## src/rtl/pipe_ctrl_pkg.sv

```systemverilog
// Shared definitions for the pipeline sequencer: stall bit positions, nested
// stall vectors, sequencer states and the zero word.
package pipe_ctrl_pkg;

    localparam int STALL_PC     = 0;
    localparam int STALL_IF_ID  = 1;
    localparam int STALL_ID_EX  = 2;
    localparam int STALL_EX_MEM = 3;
    localparam int STALL_MEM_WB = 4;
    localparam int STALL_WB     = 5;

    // Each requester holds its own stage and everything upstream of it.
    localparam logic [5:0] STALL_VEC_MEM  = 6'b011111;
    localparam logic [5:0] STALL_VEC_EX   = 6'b001111;
    localparam logic [5:0] STALL_VEC_ID   = 6'b000111;
    localparam logic [5:0] STALL_VEC_IF   = 6'b000011;
    localparam logic [5:0] STALL_VEC_NONE = 6'b000000;

    localparam logic [31:0] ZeroWord = 32'h0000_0000;

    typedef enum logic {
        RUN        = 1'b0,
        FLUSH_PEND = 1'b1
    } pipe_state_t;

endpackage

```

## src/rtl/pipe_perf_cnt.sv

```systemverilog
// Saturating stall-cycle and flush counters for pipe_ctrl.
// Only instantiated when PIPE_PERF_CNT_EN is defined.
module pipe_perf_cnt
    import pipe_ctrl_pkg::*;
#(
    parameter int CNT_W = 16
) (
    input  logic             clk,
    input  logic             rst,
    input  logic             stall_inc,
    input  logic             flush_inc,
    output logic [CNT_W-1:0] stall_cycles,
    output logic [CNT_W-1:0] flush_count
);

    always_ff @(posedge clk) begin
        if (rst) begin
            stall_cycles <= '0;
            flush_count  <= '0;
        end else begin
            if (stall_inc && (stall_cycles != '1))
                stall_cycles <= stall_cycles + 1'b1;
            if (flush_inc && (flush_count != '1))
                flush_count <= flush_count + 1'b1;
        end
    end

endmodule

```

## src/rtl/pipe_ctrl.sv

```systemverilog
// Pipeline sequencer: stall merge, exception flush (deferred across MEM stalls)
// and stall watchdog. Define PIPE_PERF_CNT_EN to add the perf counter ports.
module pipe_ctrl
    import pipe_ctrl_pkg::*;
#(
    parameter int STALL_TIMEOUT = 1024,
    parameter int CNT_W         = 16
) (
    input  logic             clk,
    input  logic             rst,
    input  logic             stallreq_if,
    input  logic             stallreq_id,
    input  logic             stallreq_ex,
    input  logic             stallreq_mem,
    input  logic             excp_req,
    input  logic [31:0]      excp_pc,
    output logic [5:0]       stall,
    output logic             flush,
    output logic [31:0]      new_pc,
    output logic             stall_timeout
`ifdef PIPE_PERF_CNT_EN
    ,
    output logic [CNT_W-1:0] stall_cycles,
    output logic [CNT_W-1:0] flush_count
`endif
);

    localparam logic [CNT_W-1:0] WDOG_LAST = CNT_W'(STALL_TIMEOUT - 1);

    pipe_state_t      state, state_next;
    logic [31:0]      pend_pc, pend_pc_next;
    logic [CNT_W-1:0] wdog;
    logic             timeout_q;
    logic [5:0]       stall_c;
    logic             flush_c;
    logic [31:0]      new_pc_c;

    always_comb begin
        state_next   = state;
        pend_pc_next = pend_pc;
        flush_c      = 1'b0;
        new_pc_c     = ZeroWord;

        if (stallreq_mem)     stall_c = STALL_VEC_MEM;
        else if (stallreq_ex) stall_c = STALL_VEC_EX;
        else if (stallreq_id) stall_c = STALL_VEC_ID;
        else if (stallreq_if) stall_c = STALL_VEC_IF;
        else                  stall_c = STALL_VEC_NONE;

        case (state)
            RUN: begin
                if (excp_req) begin
                    if (stallreq_mem) begin
                        // Bus transfer in flight: hold and flush once it completes.
                        pend_pc_next = excp_pc;
                        state_next   = FLUSH_PEND;
                    end else begin
                        flush_c  = 1'b1;
                        new_pc_c = excp_pc;
                        stall_c  = STALL_VEC_NONE;
                    end
                end
            end
            FLUSH_PEND: begin
                // Later exceptions are ignored; the latched one is older.
                if (!stallreq_mem) begin
                    flush_c    = 1'b1;
                    new_pc_c   = pend_pc;
                    stall_c    = STALL_VEC_NONE;
                    state_next = RUN;
                end
            end
            default: state_next = RUN;
        endcase
    end

    always_ff @(posedge clk) begin
        if (rst) begin
            state     <= RUN;
            pend_pc   <= ZeroWord;
            wdog      <= '0;
            timeout_q <= 1'b0;
        end else begin
            state   <= state_next;
            pend_pc <= pend_pc_next;
            if ((stall_c != STALL_VEC_NONE) && !flush_c) begin
                if (wdog != '1)
                    wdog <= wdog + 1'b1;
            end else begin
                wdog <= '0;
            end
            if ((stall_c != STALL_VEC_NONE) && (wdog == WDOG_LAST))
                timeout_q <= 1'b1;
        end
    end

    assign stall         = rst ? STALL_VEC_NONE : stall_c;
    assign flush         = rst ? 1'b0 : flush_c;
    assign new_pc        = rst ? ZeroWord : new_pc_c;
    assign stall_timeout = rst ? 1'b0 : timeout_q;

`ifdef PIPE_PERF_CNT_EN
    logic [CNT_W-1:0] stall_cycles_q, flush_count_q;

    pipe_perf_cnt #(.CNT_W(CNT_W)) u_perf (
        .clk          (clk),
        .rst          (rst),
        .stall_inc    (stall != STALL_VEC_NONE),
        .flush_inc    (flush),
        .stall_cycles (stall_cycles_q),
        .flush_count  (flush_count_q)
    );

    assign stall_cycles = rst ? '0 : stall_cycles_q;
    assign flush_count  = rst ? '0 : flush_count_q;
`endif

endmodule

```

## config.mk

```make
export PLATFORM = sky130hd
export DESIGN_NAME = pipe_ctrl
export DESIGN_NICKNAME = d
export VERILOG_FILES = /design/src/rtl/pipe_ctrl_pkg.sv /design/src/rtl/pipe_perf_cnt.sv /design/src/rtl/pipe_ctrl.sv
export SDC_FILE = /design/constraint.sdc
export NUM_CORES = 1
export LEC_CHECK = 0
export BUFFER_PORTS_ARGS = -buffer_cell sky130_fd_sc_hd__clkbuf_2
export CAP_MARGIN = 20
export CORE_UTILIZATION = 23
export DETAILED_ROUTE_END_ITERATION = 10
export PLACE_DENSITY = 0.48
export SYNTH_ARGS = -nofsm -noshare
export SYNTH_HDL_FRONTEND = slang
export SYNTH_SLANG_ARGS = --single-unit
```

## constraint.sdc

```tcl
create_clock -name clk -period 2.25 [get_ports clk]
set_clock_uncertainty 0.05 [all_clocks]
set_input_delay 0.225 -clock clk [delete_from_list [all_inputs] [get_ports clk]]
set_output_delay 0.225 -clock clk [all_outputs]
set_load 0.05 [all_outputs]
```

## Word-level counts from Yosys, hierarchy flattened

Cells that the tools add are included.
W data, S select, Z words.

| operators by class | value |
|---|---|
| add/subtract/negate cells | 1 |
| eq/ne operators | 2 |
| muxes and demuxes | 21 |
| bitwise operators | 2 |
| reductions and logical operators | 6 |

Operators with widths:

| operator | number |
|---|---|
| $mux W32 | 4 |
| $pmux W32 S2 | 1 |
| $mux W6 | 3 |
| $add A16 B1 Y16 const B | 1 |
| $eq A16 B10 Y1 const B | 1 |
| $ne A16 B16 Y1 const B | 1 |
| $pmux W6 S2 | 1 |
| $mux W1 | 6 |
| $reduce_bool A6 Y1 | 1 |
| $mux W5 | 1 |
| $mux W4 | 1 |
| $pmux W1 S2 | 2 |
| $mux W3 | 1 |
| $reduce_and A3 Y1 | 1 |
| $logic_and A1 B1 Y1 | 2 |
| $mux W2 | 1 |
| $not A1 Y1 | 2 |
| $reduce_or A2 Y1 | 1 |
| $logic_not A1 Y1 | 1 |

| word-level totals | value |
|---|---|
| register bits | 50 |
| input bits | 39 |
| output and inout bits | 40 |
| word-level logic and storage cells | 36 |

## Depth between registers and ports, before layout

Gate-level depths: netlist of run 1.

| depth | value |
|---|---|
| depth after elaboration | 11 |
| gate-level depth with buffers | 6 |

## Worst setup path before layout of run 1

No wires, ideal clock.

| path | value |
|---|---|
| path type | register to output |
| start point | reg state |
| end point | out new_pc[10] |
| data arrival time | 1.761 ns |
| path slack | 0.214 ns |
| cell stages (with the launch flop) | 6 |
| buffers on the path | 2 |
| cell sequence | dfxtp_1 nor2b_1 clkbuf_1 clkbuf_1 a22oi_1 nor2_1 |

| between the ends | value |
|---|---|
| cells in the longest elaborated chain, start to end | 3 |

Ends and longest elaborated chain:

| element | line | source |
|---|---|---|
| from (decl) | pipe_ctrl.sv:30 | `pipe_state_t state, state_next;` |
| from (signal assigned) | pipe_ctrl.sv:84 | `state <= state_next;` |
| $not A1 Y1 | -- |  |
| $pmux W32 S2 (*) | pipe_ctrl.sv:50 | `case (state)` |
| $mux W32 (*) | pipe_ctrl.sv:99 | `assign new_pc = rst ? ZeroWord : new_pc_c;` |
| to (decl) | pipe_ctrl.sv:19 | `output logic [31:0] new_pc,` |

Every way passes the cells marked *; elsewhere a longest branch is shown, timed or not.

## Worst setup path after layout of run 1

| path | value |
|---|---|
| start point | reg state |
| end point | out new_pc[26] |

Same word-level chain as after synthesis.

==> impl_metrics.env, run 1 <==
export IMPL_synth_compound_area_frac=0.221
export IMPL_clock_tree_from_tritoncts="built"
export IMPL_clkLatencyLatePin_ns=0.30
export IMPL_detailedPlacementHpwl_um=4930
export IMPL_yosys_register_bits=50
export IMPL_grt_pass1_vias=2248
export IMPL_route_antenna_remaining_nets=0
export IMPL_number_of_antenna_violations_at_the_first_check_in_global_routing=0
export IMPL_worst_path_max_fanout=28
export IMPL_detail_route_wl_per_cell_um=12.9
export IMPL_cp_required_ns=1.98
export IMPL_post_cts_setup_buffer_count=0
export IMPL_critical_path_class="flip-flop to primary output"
export IMPL_worst_hold_path_num_cells=3
export IMPL_fp_coreArea_um2=10400
export IMPL_layout_cell_share_with_drive_strength_beyond_1=0.256
export IMPL_layout_cells_most_common="sky130_fd_sc_hd__clkbuf_2"
export IMPL_muxShareOfSynthArea=0.00403
export IMPL_max_clock_freq_mhz=494
export IMPL_grt_total_usage=0.125
export IMPL_main_combinational_cell_family_by_area_after_synthesis="simple AND/OR/NAND/NOR gates"
export IMPL_insertedDiodeCount=0
export IMPL_tritoncts_num_buffers=5
export IMPL_cts_root_buf="sky130_fd_sc_hd__clkbuf_8"
export IMPL_relSlewSlack=0.543
export IMPL_cts_sink_count=50
export IMPL_detailed_place_area_um2=3010
export IMPL_die_w_um=106
export IMPL_rows=37
export IMPL_i_o_pins=79
export IMPL_status="completed"
export IMPL_mappedNetlistArea_um2=2480
export IMPL_first_iter_violations=145
export IMPL_number_of_unique_standard_cell_types_used_by_synthesis=37
export IMPL_post_synth_and_or_nand_nor_area_fraction=0.302
export IMPL_synth_sequential_area_ratio=0.403
export IMPL_vdd_ir_drop_max_mv=0.233
export IMPL_drt_drc_violations_left=0
export IMPL_total_leakage_power_uw=0.00124
export IMPL_final_design_area_no_fill_um2=3130
export IMPL_grt_first_pass_wirelength_um=11100
export IMPL_grt_ovfl_total=0
export IMPL_initial_utilization=0.238
export IMPL_finalMaxSlewViolations=0
export IMPL_post_synth_xor_area_fraction=0.0106
export IMPL_pwr_density_cell_nw_per_um2=593
export IMPL_synth_main_ff_cell="sky130_fd_sc_hd__dfxtp_1"
export IMPL_timing_hold_violations_final=0
export IMPL_cts_clock_pin_slew_for_the_worst_setup_and_hold_paths_ns=0.10
export IMPL_synth_edff_count=0
export IMPL_postSynth_asyncResetShare=0
export IMPL_fin_setup_tns_ns=0
export IMPL_rsz0062_at_grt="false"
export IMPL_htreeDepth=2
export IMPL_startpoint="state$_SDFF_PP0_"
export IMPL_final_nets=445
export IMPL_final_clock_period_utilization_by_the_worst_path=0.899
export IMPL_buffer_ports_inserted=77
export IMPL_dieArea_um2=11200
export IMPL_syn_area_per_cell_um2=7.37
export IMPL_first_pass_iters=4
export IMPL_syn_inst=337
export IMPL_period_minus_slack_ns=2.02
export IMPL_synthToLayoutAreaGrowth_pct=25.9
export IMPL_critPathArrivalTime_ns=1.75
export IMPL_layout_cells_most_common_list="sky130_fd_sc_hd__clkbuf_2 (77), sky130_fd_sc_hd__nand2_1 (70), sky130_fd_sc_hd__dfxtp_1 (50), sky130_fd_sc_hd__a21oi_1 (44), sky130_fd_sc_hd__nor2_1 (42)"
export IMPL_timing_final_setup_violations=0
export IMPL_start_kind="flip-flop"
export IMPL_critical_path_reg2reg_startpoint="wdog[0]$_SDFFE_PP0P_"
export IMPL_number_of_warning_messages_in_the_yosys_log=0
export IMPL_placer_congestion=0.768
export IMPL_timing_hold_worst_class="input pin to flip-flop"
export IMPL_num_vias=2518
export IMPL_post_synth_fa_ha_maj_area_fraction=0.00504
export IMPL_height_of_the_die_um=106
export IMPL_hold_path_startpoint="excp_pc[3]"
export IMPL_timing_critical_path_to_type="primary output"
export IMPL_vias_per_cell=4.65
export IMPL_ctsLongestPathBuffers=2
export IMPL_finalWirelength_um=6970
export IMPL_ctsHoldBuffers=0
export IMPL_r2r_worst_path_cells=5
export IMPL_mappedNetlistNets=377
export IMPL_grt_max_degree=33
export IMPL_worstMarginPinSlew_ns=0.686
export IMPL_cap_viol_max_count=0
-- path summary, 6_finish.rpt --
path                                                  to  slack [ns]
worst max-delay path                          new_pc[26]        0.23
worst min-delay path             pend_pc[3]$_SDFFE_PP0P_        0.09
worst max register to register     wdog[10]$_SDFFE_PP0P_        0.34
worst min register to register  pend_pc[21]$_SDFFE_PP0P_        0.41
-- through the flow --
stage	hold WS [ns]	utilization	std cells	setup slack (ns)	total power, uW
after global routing	0.0719	0.300	542	0.0503	1970
final	0.0911	0.300	542	0.227	1850
after CTS	0.0768	0.300	542	0.133	1890
after global placement	0.392	0.289	534	0.429	1260
after detailed placement	0.398	0.289	534	0.361	1270
after floorplan	0.311	-	337	0.214	1160
-- kinds of logic (layout without fill, tap and decap cells) --
family                   count (synthesis)  after routing
buffers and inverters                   33            102
AO/OA/AOI/OAI                           90             90
other                                    1              1
multiplexers                             1              1
adder cells (fa/ha/maj)                  1              1
flip-flops                              50             50
XOR/XNOR                                 3              3
AND/OR/NAND/NOR                        158            158
-- cell type report --
cell class	count	area (um2)
Clock buffer	8	110
Inverter	7	26.3
Tap cell	136	170
Fill cell	1147	7290
Timing Repair Buffer	87	464
Sequential cell	50	1000
Multi-Input combinational cell	254	1360
-- Yosys cell counts, types with 2 or more instances --
cell                       instances  area share
sky130_fd_sc_hd__nand3_1           4      0.0081
sky130_fd_sc_hd__xnor2_1           2      0.0071
sky130_fd_sc_hd__nor4_1            2      0.0050
sky130_fd_sc_hd__o31ai_1           3      0.0091
sky130_fd_sc_hd__nor4_2            2       0.010
sky130_fd_sc_hd__dfxtp_1          50        0.40
sky130_fd_sc_hd__and2_1            2      0.0050
sky130_fd_sc_hd__inv_1             7       0.011
sky130_fd_sc_hd__buf_4             2      0.0060
sky130_fd_sc_hd__nor2_1           43       0.065
sky130_fd_sc_hd__o21ai_0           8       0.016
sky130_fd_sc_hd__nor2b_1           3      0.0076
sky130_fd_sc_hd__nand4_1           5       0.013
sky130_fd_sc_hd__nand2_1          70        0.11
sky130_fd_sc_hd__a22oi_1          32       0.097
sky130_fd_sc_hd__clkbuf_1         24       0.036
sky130_fd_sc_hd__or4_1             3      0.0091
sky130_fd_sc_hd__a21oi_1          44       0.089
sky130_fd_sc_hd__or3_1             7       0.018
sky130_fd_sc_hd__nor3_1            7       0.014
-- registers in the layout (all words and copies together), names as in the netlist --
name       flops
state          1
pend_pc       32
wdog          16
timeout_q      1
-- critical path, stage by stage, from the launching register on --
cell and delay, ns:
sky130_fd_sc_hd__dfxtp_1 0.42, sky130_fd_sc_hd__nor2b_2 0.21, sky130_fd_sc_hd__buf_6 0.25, sky130_fd_sc_hd__a22oi_1 0.13, sky130_fd_sc_hd__nor2_1 0.13, sky130_fd_sc_hd__clkbuf_2 0.29
-- repair_timing --
item                                    4_1_cts  5_1_grt
endpoints found under the setup margin        0        3
gates resized for setup                       0        1
endpoints found under the hold margin         0        0
-- per-layer routing --
layer | part of all wire | global-route usage | wire length, um | vias up
met5 | 0 | 0 | 0 | -
met4 | 0.016 | 0.0417 | 109 | 0
met3 | 0.052 | 0.0343 | 360 | 7
met2 | 0.46 | 0.206 | 3230 | 54
met1 | 0.47 | 0.158 | 3280 | 1150
li1 | - | - | - | 1307
-- power breakdown --
part           switching (uW)  internal, uW
clock                     303           311
combinational             217          90.6
sequential               17.4           915
total                     537          1320
Power figures use the tool's default switching activity.
==> run 2, diff against run 1 <==
--- a/config.mk
+++ b/config.mk
@@ -7,7 +7,9 @@
 export LEC_CHECK = 0
 export BUFFER_PORTS_ARGS = -buffer_cell sky130_fd_sc_hd__clkbuf_2
 export CAP_MARGIN = 20
+export CORE_ASPECT_RATIO = 1.4
 export CORE_UTILIZATION = 23
+export CTS_BUF_LIST = sky130_fd_sc_hd__clkbuf_16
 export DETAILED_ROUTE_END_ITERATION = 10
 export PLACE_DENSITY = 0.48
 export SYNTH_ARGS = -nofsm -noshare
==> run 2 against run 1 <==
Flip-flop and latch count is the same. Die area hardly changed. Cell area rose by 2.5%. Total power up 13%. Combinational power is 1% higher. Sequential power is essentially flat. First-iteration DRC count down 23%. Clock power up 38%. Wire length fell by 2.6%. Clock-buffer cell count shrank 3. Register-to-register slack improved by 0.14 ns. Critical endpoint is now new_pc[16]. Largest cell class unchanged.
==> impl_metrics.env, run 2 (synthesized netlist as in run 1, its figures left out) <==
export IMPL_grt_pass1_vias=2244
export IMPL_detailedPlace_worstSlack_ns=0.397
export IMPL_height_of_the_die_um=125
export IMPL_worstMarginPinSlew_ns=0.657
export IMPL_timing_hold_worst_class="input pin to flip-flop"
export IMPL_num_vias=2522
export IMPL_die_w_um=89.8
export IMPL_ctsLongestPathBuffers=2
export IMPL_worstPathCellList="nor2_1, and2_1, buf_6, a22oi_1, nor2_1, clkbuf_2"
export IMPL_final_clock_period_utilization_by_the_worst_path=0.915
export IMPL_critPathArrivalTime_ns=1.78
export IMPL_vdd_ir_drop_max_mv=0.285
export IMPL_grt_max_degree=37
export IMPL_worst_path_max_fanout=23
export IMPL_vias_per_cell=4.63
export IMPL_switching_power_uw=565
export IMPL_top_register="pend_pc"
export IMPL_biggest_regs="pend_pc (32), wdog (16)"
export IMPL_placer_congestion=0.758
export IMPL_hold_end="pend_pc[24]$_SDFFE_PP0P_"
export IMPL_crit_reg2reg_capture="wdog[14]$_SDFFE_PP0P_"
export IMPL_detail_route_wl_per_cell_um=12.5
export IMPL_clkLatencyLatePin_ns=0.29
export IMPL_met3_wirelength_um=331
export IMPL_timing_hold_violations_final=0
export IMPL_rsz0062_at_grt="false"
export IMPL_timing_final_setup_violations=0
export IMPL_layout_setup_ws_ns=0.191
export IMPL_met1Wirelength_um=3160
export IMPL_dieArea_um2=11200
export IMPL_tritoncts_num_buffers=5
export IMPL_rows=44
export IMPL_sequentialPowerShare=0.445
export IMPL_power_share_switching=0.270
export IMPL_first_iter_violations=112
export IMPL_worst_path_dominant_cell_family="buffers and inverters"
export IMPL_finalWirelength_um=6800
export IMPL_critical_path_reg2reg_startpoint="wdog[0]$_SDFFE_PP0P_"
export IMPL_synthToLayoutAreaGrowth_pct=29.1
export IMPL_cts_root_buf="sky130_fd_sc_hd__clkbuf_16"
export IMPL_timing_critical_path_buf_inv=2
export IMPL_pwr_density_cell_nw_per_um2=653
export IMPL_largest_register_ffs=32
export IMPL_topRoutingLayerUsed="met4"
export IMPL_cap_viol_max_count=0
export IMPL_cts_clock_pin_slew_for_the_worst_setup_and_hold_paths_ns=0.07
export IMPL_fin_setup_tns_ns=0
export IMPL_grt_ovfl_total=0
export IMPL_grt_total_usage=0.126
export IMPL_buffer_ports_inserted=77
export IMPL_total_leakage_power_uw=0.00128
export IMPL_worst_path_most_repeated_cell="sky130_fd_sc_hd__nor2_1"
export IMPL_wl_met2_um=3230
export IMPL_relSlewSlack=0.562
export IMPL_i_o_pins=79
export IMPL_period_minus_slack_ns=2.06
export IMPL_p_clk_frac=0.405
export IMPL_cts_sink_count=50
export IMPL_critical_path_max_stage_delay_ns=0.36
export IMPL_cell_internal_pwr_uw=1530
export IMPL_fp_coreArea_um2=10500
export IMPL_power_combinational_fraction=0.149
export IMPL_finalMaxSlewViolations=0
export IMPL_post_cts_setup_buffer_count=0
export IMPL_final_nets=446
export IMPL_clock_tree_from_tritoncts="built"
export IMPL_layout_cells_most_common_list="sky130_fd_sc_hd__clkbuf_2 (76), sky130_fd_sc_hd__nand2_1 (70), sky130_fd_sc_hd__dfxtp_1 (50), sky130_fd_sc_hd__a21oi_1 (44), sky130_fd_sc_hd__nor2_1 (42)"
export IMPL_layout_cell_share_with_drive_strength_beyond_1=0.258
export IMPL_status="completed"
export IMPL_detailedPlacementHpwl_um=4900
export IMPL_number_of_antenna_violations_at_the_first_check_in_global_routing=0
export IMPL_r2r_worst_path_cells=5
export IMPL_setup_slack_on_the_worst_flop_to_flop_path_ns=0.48
export IMPL_layout_cells_most_common="sky130_fd_sc_hd__clkbuf_2"
export IMPL_insertedDiodeCount=0
export IMPL_grt_first_pass_wirelength_um=11400
export IMPL_worst_hold_path_num_cells=3
export IMPL_start_kind="flip-flop"
export IMPL_fillCellCount=1173
export IMPL_htreeDepth=2
export IMPL_max_clock_freq_mhz=486
export IMPL_initial_utilization=0.237
export IMPL_cp_required_ns=1.98
export IMPL_hold_path_startpoint="excp_pc[24]"
export IMPL_critical_path_class="flip-flop to primary output"
export IMPL_cpMaxStageDelayCell="sky130_fd_sc_hd__dfxtp_1"
export IMPL_route_antenna_remaining_nets=0
export IMPL_timing_critical_path_to_type="primary output"
export IMPL_drt_drc_violations_left=0
export IMPL_first_pass_iters=6
-- run 2: changes by cell type in the layout (fill, tap and decap cells not counted) --
| cell | change |
|---|---|
| sky130_fd_sc_hd__clkbuf_16 | +5 |
| sky130_fd_sc_hd__clkbuf_8 | -8 |
| sky130_fd_sc_hd__clkbuf_2 | -1 |
| sky130_fd_sc_hd__clkinv_2 | +2 |
| sky130_fd_sc_hd__buf_2 | +1 |
| sky130_fd_sc_hd__buf_12 | +1 |
| sky130_fd_sc_hd__bufinv_16 | +1 |
-- run 2: power by group through the flow --
stage | sequential [uW] | combinational [uW] | clock, uW
after global placement | 952 | 314 | 0
final | 933 | 312 | 849
after detailed placement | 953 | 315 | 0
after floorplan | 949 | 210 | 0
after CTS | 932 | 315 | 892
after global routing | 936 | 345 | 922
-- run 2: cell type report --
class,count,area [um2],area share
tap,138,173,0.0539
sequential,50,1000,0.312
clock inverter,3,40.0,0.0125
inverter,7,26.3,0.00820
timing repair buffer,88,484,0.151
multi-input combinational,254,1360,0.423
clock buffer,5,125,0.0390
-- run 2: worst max path at each step --
stage | from | endpoint | cells after the start
after global placement | stallreq_mem | new_pc[16] | 7
after floorplan | state$_SDFF_PP0_ | new_pc[10] | 5
after global routing | state$_SDFF_PP0_ | new_pc[31] | 6
after CTS | state$_SDFF_PP0_ | new_pc[16] | 6
final | state$_SDFF_PP0_ | new_pc[16] | 6
after detailed placement | stallreq_mem | new_pc[16] | 7
-- run 2: what timing repair did --
action | in CTS | in global routing
gates resized for setup | 0 | 2
setup endpoints to repair | 0 | 23
hold buffers | 0 | 0
-- run 2: stage by stage --
| stage | total power (uW) | util | hold slack, ns | cells | instance area [um2] |
|---|---|---|---|---|---|
| floorplan | 1160 | - | 0.311 | 337 | 2480 |
| finish | 2090 | 0.306 | 0.114 | 545 | 3210 |
| CTS | 2140 | 0.306 | 0.107 | 545 | 3200 |
| global route | 2200 | 0.306 | 0.107 | 545 | 3210 |
| detailed placement | 1270 | 0.290 | 0.398 | 537 | 3040 |
| global placement | 1270 | 0.290 | 0.392 | 537 | 3040 |
-- run 2: metal layers --
metal,track usage,vias up
met1,0.163,1148
met4,0.0405,0
li1,-,1307
met2,0.208,60
met3,0.0280,7
met5,0,-
-- run 2: worst min-delay path, stage by stage --
cell                       delay [ns]
sky130_fd_sc_hd__clkbuf_2        0.09
sky130_fd_sc_hd__nand2_1         0.05
sky130_fd_sc_hd__a21oi_1         0.05
